==> src/rtl/udp_pingpong_writer_pkg.sv <==
// Shared constants for the ping-pong frame writer and the downstream packet checker.
// State encodings, bank geometry default, frame marker and minimum length.
package udp_pingpong_writer_pkg;

    localparam int BANK_AW_DEF = 9;
    localparam int MIN_WORDS   = 251;
    localparam int MAGIC_IDX   = 11;
    localparam logic [31:0] MAGIC = 32'h3a87c5d6;

    localparam logic [1:0] ST_IDLE  = 2'd0;
    localparam logic [1:0] ST_WRITE = 2'd1;
    localparam logic [1:0] ST_DROP  = 2'd2;

    function automatic logic [15:0] sat_inc16(input logic [15:0] v);
        return (v == 16'hFFFF) ? v : v + 16'd1;
    endfunction

endpackage

==> src/rtl/udp_pingpong_writer_if.sv <==
// Receive word stream in, RAM write port and bank-release flag out.
// master = stream source / RAM side, slave = the writer.
interface udp_pingpong_writer_if
    import udp_pingpong_writer_pkg::*;
#(
    parameter int BANK_AW = BANK_AW_DEF
);
    logic [31:0]      rx_data;
    logic             rx_valid;
    logic             rx_sop;
    logic             rx_eop;
    logic             ram_we;
    logic [BANK_AW:0] ram_waddr;
    logic [31:0]      ram_wdata;
    logic             pingpong;

    modport master (
        output rx_data, rx_valid, rx_sop, rx_eop,
        input  ram_we, ram_waddr, ram_wdata, pingpong
    );

    modport slave (
        input  rx_data, rx_valid, rx_sop, rx_eop,
        output ram_we, ram_waddr, ram_wdata, pingpong
    );
endinterface

==> src/rtl/udp_pingpong_writer_sat_counter16.sv <==
// 16-bit event counter that sticks at 16'hFFFF; one increment per enabled cycle.
// Async active-high reset, no backpressure.
module sat_counter16
    import udp_pingpong_writer_pkg::*;
(
    input  logic        clk,
    input  logic        rst,
    input  logic        i_inc,
    output logic [15:0] o_count
);

    logic [15:0] r_count;

    always_ff @(posedge clk or posedge rst) begin
        if (rst) begin
            r_count <= 16'd0;
        end else if (i_inc) begin
            r_count <= sat_inc16(r_count);
        end
    end

    assign o_count = r_count;

endmodule

==> src/rtl/udp_pingpong_writer.sv <==
// Writes UDP word frames into one half of a 2x512 ping-pong RAM (write 1 cycle after the beat, pingpong 2 cycles after eop).
// No backpressure: every valid beat is consumed. Define UDP_MAGIC_FILTER_EN to also require MAGIC at word MAGIC_IDX.
module udp_pingpong_writer
    import udp_pingpong_writer_pkg::*;
#(
    parameter int BANK_AW = BANK_AW_DEF
) (
    input  logic                 clk,
    input  logic                 RST,
    udp_pingpong_writer_if.slave bus,
    output logic [15:0]          frame_count,
    output logic [15:0]          drop_count
);

    logic [1:0]         r_state;
    logic [BANK_AW:0]   r_cnt;
    logic               r_bank;
    logic               r_commit_pend;
    logic               r_we;
    logic [BANK_AW:0]   r_waddr;
    logic [31:0]        r_wdata;
    logic               r_pingpong;

    logic [1:0]         w_state_nxt;
    logic [BANK_AW:0]   w_cnt_nxt;
    logic [BANK_AW:0]   w_len;
    logic [BANK_AW-1:0] w_idx;
    logic               w_we;
    logic               w_drop;
    logic               w_commit;
    logic               w_marker_ok;
    logic               w_bank;

    // A frame starting right behind a commit must already target the other bank.
    assign w_bank = r_commit_pend ? ~r_bank : r_bank;
    assign w_len  = r_cnt + (BANK_AW+1)'(1);

    always_comb begin
        w_state_nxt = r_state;
        w_cnt_nxt   = r_cnt;
        w_idx       = '0;
        w_we        = 1'b0;
        w_drop      = 1'b0;
        w_commit    = 1'b0;
        if (bus.rx_valid) begin
            if (bus.rx_sop) begin
                // Restarting over an open frame and a one-word frame both count as a single drop.
                w_we        = 1'b1;
                w_cnt_nxt   = (BANK_AW+1)'(1);
                w_drop      = bus.rx_eop || (r_state == ST_WRITE);
                w_state_nxt = bus.rx_eop ? ST_IDLE : ST_WRITE;
            end else begin
                case (r_state)
                    ST_WRITE: begin
                        if (r_cnt[BANK_AW]) begin
                            w_drop      = 1'b1;
                            w_state_nxt = bus.rx_eop ? ST_IDLE : ST_DROP;
                        end else begin
                            w_we      = 1'b1;
                            w_idx     = r_cnt[BANK_AW-1:0];
                            w_cnt_nxt = w_len;
                            if (bus.rx_eop) begin
                                w_state_nxt = ST_IDLE;
                                if ((w_len >= (BANK_AW+1)'(MIN_WORDS)) && w_marker_ok) begin
                                    w_commit = 1'b1;
                                end else begin
                                    w_drop = 1'b1;
                                end
                            end
                        end
                    end
                    ST_DROP: begin
                        if (bus.rx_eop) begin
                            w_state_nxt = ST_IDLE;
                        end
                    end
                    default: begin
                        w_state_nxt = ST_IDLE;
                    end
                endcase
            end
        end
    end

`ifdef UDP_MAGIC_FILTER_EN
    logic r_marker_ok;

    always_ff @(posedge clk or posedge RST) begin
        if (RST) begin
            r_marker_ok <= 1'b0;
        end else if (w_we) begin
            if (w_idx == '0) begin
                r_marker_ok <= 1'b0;
            end else if (w_idx == BANK_AW'(MAGIC_IDX)) begin
                r_marker_ok <= (bus.rx_data == MAGIC);
            end
        end
    end

    // Any frame long enough to commit has its eop well past MAGIC_IDX, so the latch is settled.
    assign w_marker_ok = r_marker_ok;
`else
    assign w_marker_ok = 1'b1;
`endif

    always_ff @(posedge clk or posedge RST) begin
        if (RST) begin
            r_state       <= ST_IDLE;
            r_cnt         <= '0;
            r_bank        <= 1'b1;
            r_commit_pend <= 1'b0;
            r_we          <= 1'b0;
            r_waddr       <= '0;
            r_wdata       <= 32'd0;
            r_pingpong    <= 1'b0;
        end else begin
            r_state       <= w_state_nxt;
            r_cnt         <= w_cnt_nxt;
            r_commit_pend <= w_commit;
            r_we          <= w_we;
            if (w_we) begin
                r_waddr <= {w_bank, w_idx};
                r_wdata <= bus.rx_data;
            end
            if (r_commit_pend) begin
                r_bank     <= ~r_bank;
                r_pingpong <= r_bank;
            end
        end
    end

    sat_counter16 u_frame_cnt (
        .clk     (clk),
        .rst     (RST),
        .i_inc   (r_commit_pend),
        .o_count (frame_count)
    );

    sat_counter16 u_drop_cnt (
        .clk     (clk),
        .rst     (RST),
        .i_inc   (w_drop),
        .o_count (drop_count)
    );

    assign bus.ram_we    = r_we;
    assign bus.ram_waddr = r_waddr;
    assign bus.ram_wdata = r_wdata;
    assign bus.pingpong  = r_pingpong;

endmodule

==> src/flat_wrapper.sv <==
// flat-port wrapper written by rule: the top's interface ports become plain ports
module udp_pingpong_writer_flat import udp_pingpong_writer_pkg::*;
#(
    parameter int BANK_AW = BANK_AW_DEF
)
  (clk, RST, frame_count, drop_count, bus_rx_data, bus_rx_valid, bus_rx_sop, bus_rx_eop, bus_ram_we, bus_ram_waddr, bus_ram_wdata, bus_pingpong);
  udp_pingpong_writer_if #(.BANK_AW(BANK_AW)) bus_i ();
  input  logic clk;
  input  logic RST;
  output logic [15:0] frame_count;
  output logic [15:0] drop_count;
  input wire logic [$bits(bus_i.rx_data)-1:0] bus_rx_data;
  input wire logic [$bits(bus_i.rx_valid)-1:0] bus_rx_valid;
  input wire logic [$bits(bus_i.rx_sop)-1:0] bus_rx_sop;
  input wire logic [$bits(bus_i.rx_eop)-1:0] bus_rx_eop;
  output wire logic [$bits(bus_i.ram_we)-1:0] bus_ram_we;
  output wire logic [$bits(bus_i.ram_waddr)-1:0] bus_ram_waddr;
  output wire logic [$bits(bus_i.ram_wdata)-1:0] bus_ram_wdata;
  output wire logic [$bits(bus_i.pingpong)-1:0] bus_pingpong;
  assign bus_i.rx_data = bus_rx_data;
  assign bus_i.rx_valid = bus_rx_valid;
  assign bus_i.rx_sop = bus_rx_sop;
  assign bus_i.rx_eop = bus_rx_eop;
  assign bus_ram_we = bus_i.ram_we;
  assign bus_ram_waddr = bus_i.ram_waddr;
  assign bus_ram_wdata = bus_i.ram_wdata;
  assign bus_pingpong = bus_i.pingpong;
  udp_pingpong_writer #(.BANK_AW(BANK_AW)) u_core (.clk(clk), .RST(RST), .bus(bus_i), .frame_count(frame_count), .drop_count(drop_count));
endmodule
==> config.mk <==
export PLATFORM = sky130hd
export DESIGN_NAME = udp_pingpong_writer_flat
export DESIGN_NICKNAME = d
export VERILOG_FILES = /design/src/rtl/udp_pingpong_writer_pkg.sv /design/src/rtl/udp_pingpong_writer_if.sv /design/src/rtl/udp_pingpong_writer_sat_counter16.sv /design/src/rtl/udp_pingpong_writer.sv /design/src/flat_wrapper.sv
export SDC_FILE = /design/constraint.sdc
export NUM_CORES = 1
export LEC_CHECK = 0
export ABC_AREA = 1
export CORE_MARGIN = 8
export CORE_UTILIZATION = 29
export DETAILED_ROUTE_END_ITERATION = 8
export HOLD_SLACK_MARGIN = 0.06
export SYNTH_ARGS = -nofsm -noshare
export SYNTH_HDL_FRONTEND = slang
export SYNTH_SLANG_ARGS = --single-unit
==> constraint.sdc <==
create_clock -name clk -period 3.3 [get_ports clk]
set_input_delay 0.66 -clock clk [delete_from_list [all_inputs] [get_ports clk]]
set_output_delay 0.66 -clock clk [all_outputs]
set_load 0.02 [all_outputs]
# Word level (Yosys, flattened, before mapping)
# Cells that the tools add are included.
# totals
output_inout_bits	76
latch_bits	0
regBits	90
rom_bits	0
word_cells	59
ram_bits	0
in_bits	37
n_memories	0
# classes
bitwise_logic	3
n_reduce_logical	6
multipliers	0
n_shift	0
n_div	0
order_cmp	1
n_eq_ne	5
n_addsub	3
n_mux	30
# ops
operator	count
2-to-1 mux 9 bit	4
adder 16 x 1 -> 16 bit, second input constant	2
equality test 16 bit, second input constant	2
2-to-1 mux 10 bit	3
2-to-1 mux 1 bit	18
adder 10 x 1 -> 10 bit, second input constant	1
>= comparator 10 x 8 -> 1 bit, second input constant	1
2-to-1 mux 2 bit	4
AND reduction 2 bit	3
one-hot mux 2 bit (2 select lines)	1
inverter 1 bit	3
AND reduction 3 bit	1
equality test 2 x 1 -> 1 bit, second input constant	1
equality test 2 bit, second input constant	1
!= test 2 bit, second input constant	1
nonzero test 2 bit	1
logical OR 1 bit	1

# Longest topological paths before layout
# logic_depth
word_depth	9
ltp_mapped	14
ltp_nobuf	13

# Modules after synthesis
# From an unflattened synthesis, not the netlist that was laid out.
# hier_totals
hier_cells	588
hier_area_um2	4600.7
# modules_own_cells
mod	cells_per_inst	instances	area_per_inst_um2	seq_area_each_um2
udp_pingpong_writer	286	1	2481.1	1452.6
sat_counter16	151	2	1059.8	400.4

# Worst setup path after synthesis
# OpenSTA, ideal clock, no wires.
# synth_path
path_kind	register to register
start	reg u_core.r_cnt[1]
end	reg u_core.u_drop_cnt.r_count[5] (netlist: u_core.u_drop_cnt.o_count[5])
setup_slack_ns	1.467
arrival_ns	1.717
path_stages_with_launch	12
cell_sequence	dfrtp_1 > nand3_1 > nor2_2 > nand4_1 > ha_1 > nor2_4 > nand3_2 > nand2_4 > nand2_4 > buf_12 > nand2_2 > nand2_2
# synth_via
elab_chain_len	9
# synth_lines
element	line_no	text
start: declaration	udp_pingpong_writer.sv:16	logic [BANK_AW:0] r_cnt;
start signal: assignment	udp_pingpong_writer.sv:118	r_cnt <= w_cnt_nxt;
adder 10 x 1 -> 10 bit	udp_pingpong_writer.sv:36	assign w_len = r_cnt + (BANK_AW+1)'(1);
>= comparator 10 x 8 -> 1 bit	udp_pingpong_writer.sv:64	if ((w_len >= (BANK_AW+1)'(MIN_WORDS)) && w_marker_ok) begin
2-to-1 mux 1 bit	udp_pingpong_writer.sv:64	
2-to-1 mux 1 bit	udp_pingpong_writer.sv:62	if (bus.rx_eop) begin
2-to-1 mux 1 bit	udp_pingpong_writer.sv:55	if (r_cnt[BANK_AW]) begin
2-to-1 mux 1 bit	udp_pingpong_writer.sv:53	case (r_state)
2-to-1 mux 1 bit	udp_pingpong_writer.sv:46	if (bus.rx_sop) begin
2-to-1 mux 1 bit	udp_pingpong_writer.sv:45	if (bus.rx_valid) begin
AND reduction 2 bit (no source line)	--	
end signal: assignment	udp_pingpong_writer_sat_counter16.sv:18	r_count <= sat_inc16(r_count);
end: declaration	udp_pingpong_writer_sat_counter16.sv:12	logic [15:0] r_count;
# Every way passes these cells.
# A chain may end at the register's enable or synchronous reset.

# Final worst setup path
# layout_path
start	reg u_core.u_drop_cnt.r_count[6] (netlist: u_core.u_drop_cnt.o_count[6])
end	out drop_count[6]
# layout_rtl
element	line_no	text
end: declaration	flat_wrapper.sv:11	output logic [15:0] drop_count;
# No word-level cell between the ends.

==> results by group <==
Floorplan
  • Core area: 14500 µm²
  • Horizontal extent of the die: 138 µm
  • Die boundary height: 138 µm
  • Standard-cell row count: 44
  • Die outline area: 19000 µm²
  • Initial Utilization: 29.7%
  • I/O pin count: 113

Layout
  • Share of final-layout standard cells stronger than drive strength 1: 9.12%
  • Combined area of the multi-input logic cells: 1850 µm²
  • Count of filler cells inserted in the layout: 1503
  • Post-Route Utilization: 40.5%
  • # nets final: 654
  • Antenna diode count: 0
  • Sequential cell area: 2250 µm²
  • Growth of design area from synthesis to finish: 36.6%

Critical path
  • Worst R2R Start: u_core.r_cnt[1]$_DFFE_PP0P_
  • Arrival time worst endpoint: 1.47 ns
  • Highest cell delay on the worst timing path: 0.66 ns
  • Slowest library cell on the worst path: clkdlybuf4s50_1
  • Beginning of the critical path: u_core.u_drop_cnt.o_count[6]$_DFFE_PP0P_
  • Setup Crit Path Kind: register to output pin
  • Critical Path RT: 2.64 ns
  • Flop2flop setup slack: 1.21 ns
  • List of cells traversed by the critical path: clkdlybuf4s50_1
  • Buffers plus inverters on the worst setup path: 1
  • Crit path capture type: output pin
  • Worst setup SP type: register
  • Critical Path Fanout Max: 6
  • Worst path top cell family by delay: buffers and inverters

Drt
  • TritonRoute pass-1 iters: 4
  • Routed wire per std cell: 13.5 µm
  • Detailed router's first-iteration violation count: 172
  • Residual DRC count: 0
  • Routed Wire Length: 10.8 mm
  • Antenna Nets Post-Route: 0
  • Routed via count divided by cell count: 4.53
  • DR vias: 3615

Logic synthesis
  • Syn Area/Cell: 8.68 µm²
  • Number of enable-type register cells in the synthesized netlist: 0
  • Sequential fraction of the synthesis area: 52.2%
  • Distinct cells, synth: 36
  • Synthesized Nets: 541
  • Most used flip-flop cell after synthesis: dfrtp_1
  • Most area-hungry cell type in the Yosys netlist: dfrtp_1
  • Fraction of registers with async set/reset: 100%
  • Mapped Area: 4310 µm²
  • Count of state elements after synthesis: 90
  • Top cells by area, synth: dfrtp_1, nand2_1, nand3_1
  • Share of Yosys cell area claimed by the top area cell type: 51.6%
  • Number of standard cells after synthesis: 497
  • Number of warning messages in the yosys log: 0

Job
  • Count of maximum capacitance violations: 0

Clocking
  • Number of levels the H-tree was split into: 3
  • Clock-pin slew of the registers on the worst-case setup and hold paths: 0.06 ns
  • Root cell of the clock tree: clkbuf_16
  • Number of buffers created by CTS: 9
  • CTS-repair resized insts: 0
  • CTS hold repair buffers: 0
  • Worst-Skew Late Latency: 0.34 ns
  • Clock Path Buffers: 2
  • Post-CTS setup-driven buffer insertion count: 0
  • Number of sinks on the clock net: 90
  • Clock tree from TritonCTS: done

STA
  • Final hold violation count: 0
  • Final count of pins violating max slew: 0
  • Sum of negative setup slack: 0 ns
  • Worst slew pin tran: 0.728 ns
  • Final period demand of the worst path: 2.13 ns
  • Final worst clock skew: 0.00511 ns
  • Share of the clock period used by the worst path after layout: 64.6%
  • RSZ-0062 raised after global routing: false
  • Rel. slew slack: 51.4%
  • Endpoints failing setup: 0
  • Max Clk Rate: 469 MHz

Min path
  • Hold Path Origin: u_core.bus.ram_wdata[6]$_DFFE_PP0P_
  • Min-Delay Path Class: register to register

Global routing
  • Initial antenna violation count: 0
  • Global-route congestion overflow total: 0
  • Maximum number of pins on one net before global-route repair: 52
  • Global-route wire length before repair: 18.5 mm
  • Overall track demand over capacity in global routing: 12.1%
  • Number of global-route vias before repair: 3720

Power
  • IR Drop Worst-Case VDD: 0.000244 V
  • Leakage: 2.66 nW
  • PwrDens: 476 nW/µm²

Status
  • Result of the run: completed

Placement
  • Placed wire-length estimate after detailed placement: 7.86 mm
  • Port Buf Inserts: 112
  • Routability cong.: 0.813
[stage by stage]
step | setup WS (ns) | cells | hold slack, ns | cell area (µm²) | power [mW]
detailed placement | 0.876 | 783 | 0.462 | 5620 | 1.88
CTS | 1.15 | 798 | 0.478 | 5890 | 2.86
floorplan | 0.306 | 497 | 0.450 | 4310 | 1.59
global placement | 0.940 | 783 | 0.453 | 5620 | 1.87
finish | 1.17 | 798 | 0.469 | 5890 | 2.80
global route | 0.998 | 798 | 0.494 | 5890 | 2.97
[synth_stat cells, drive strengths merged (3+ instances only)]
cell type  number
nor2           30
xnor2          11
nand3          36
inv            37
ha              7
nand2         194
xor2           20
a21oi           6
o21ai          16
clkbuf          7
dfrtp          89
nor3            8
o22ai           8
nand4          10
nor4            3
buf             6
[layer usage]
layer | global-route usage [%] | vias up | wire length (µm)
li1 | - | 1809 | -
met1 | 15.0 | 1701 | 4840
met2 | 18.3 | 92 | 4770
met3 | 5.18 | 13 | 1010
met4 | 4.72 | 0 | 170
met5 | 0 | - | 0
[logic make-up (layout without fill, tap and decap cells)]
logic type / count (synthesis) / in the layout / synth area share, %
AOI/OAI and AO/OA: 34 / 34 / 4.96
xor gates and xnor gates: 31 / 31 / 6.47
adders and majority gates: 7 / 7 / 2.03
buffers and inverters: 51 / 168 / 5.02
DFF: 90 / 90 / 52.2
muxes: 1 / 1 / 0.261
and+or+nand+nor: 283 / 283 / 29.0
[worst paths after layout]
kind	to	cells after the start
worst max-delay path	drop_count[6]	1
max in group asynchronous	u_core.bus.ram_wdata[29]$_DFFE_PP0P_	3
min in group asynchronous	u_core.u_frame_cnt.o_count[11]$_DFFE_PP0P_	3
worst max register to register	u_core.u_drop_cnt.o_count[13]$_DFFE_PP0P_	10
worst min-delay path	u_core.bus.ram_wdata[6]$_DFFE_PP0P_	2
worst min register to register	u_core.bus.ram_wdata[6]$_DFFE_PP0P_	2
[cells in the final DEF, fill, tap and decap left out, types with 3 or more instances in the layout]
cell,count
clkinv_2,4
nand3_1,34
ha_1,7
xor2_1,19
buf_4,3
inv_1,34
o21ai_1,4
nor4_1,3
nor3_1,8
dfrtp_1,89
o21ai_0,12
o22ai_1,8
nand2_1,171
nor2_1,25
nor2_2,4
nand4_1,10
clkdlybuf4s50_1,112
nand2_2,21
a21oi_1,5
clkbuf_16,9
xnor2_1,11
[where the power goes]
| group | switching [mW] | total [mW] | internal, mW |
|---|---|---|---|
| Clock | 0.406 | 0.949 | 0.543 |
| Combinational | 0.315 | 0.575 | 0.260 |
| Sequential | 0.0802 | 1.28 | 1.20 |
[state kept, by name, summed over array words and instances (netlist names)]
name,flops
u_core.bus.pingpong,1
u_core.bus.ram_waddr,10
u_core.bus.ram_wdata,32
u_core.bus.ram_we,1
u_core.r_bank,1
u_core.r_cnt,10
u_core.r_commit_pend,1
u_core.r_state,2
u_core.u_drop_cnt.o_count,16
u_core.u_frame_cnt.o_count,16
[area by class of cell]
class | count | share of cell area [%]
clock buffers | 12 | 4.35
clock inverters | 3 | 0.255
inverters | 38 | 2.44
multi-input cells | 356 | 31.4
flip-flops and latches | 90 | 38.2
well taps | 184 | 3.91
repair buffers | 115 | 19.4
Note: power is estimated with default switching activity, not from simulation.
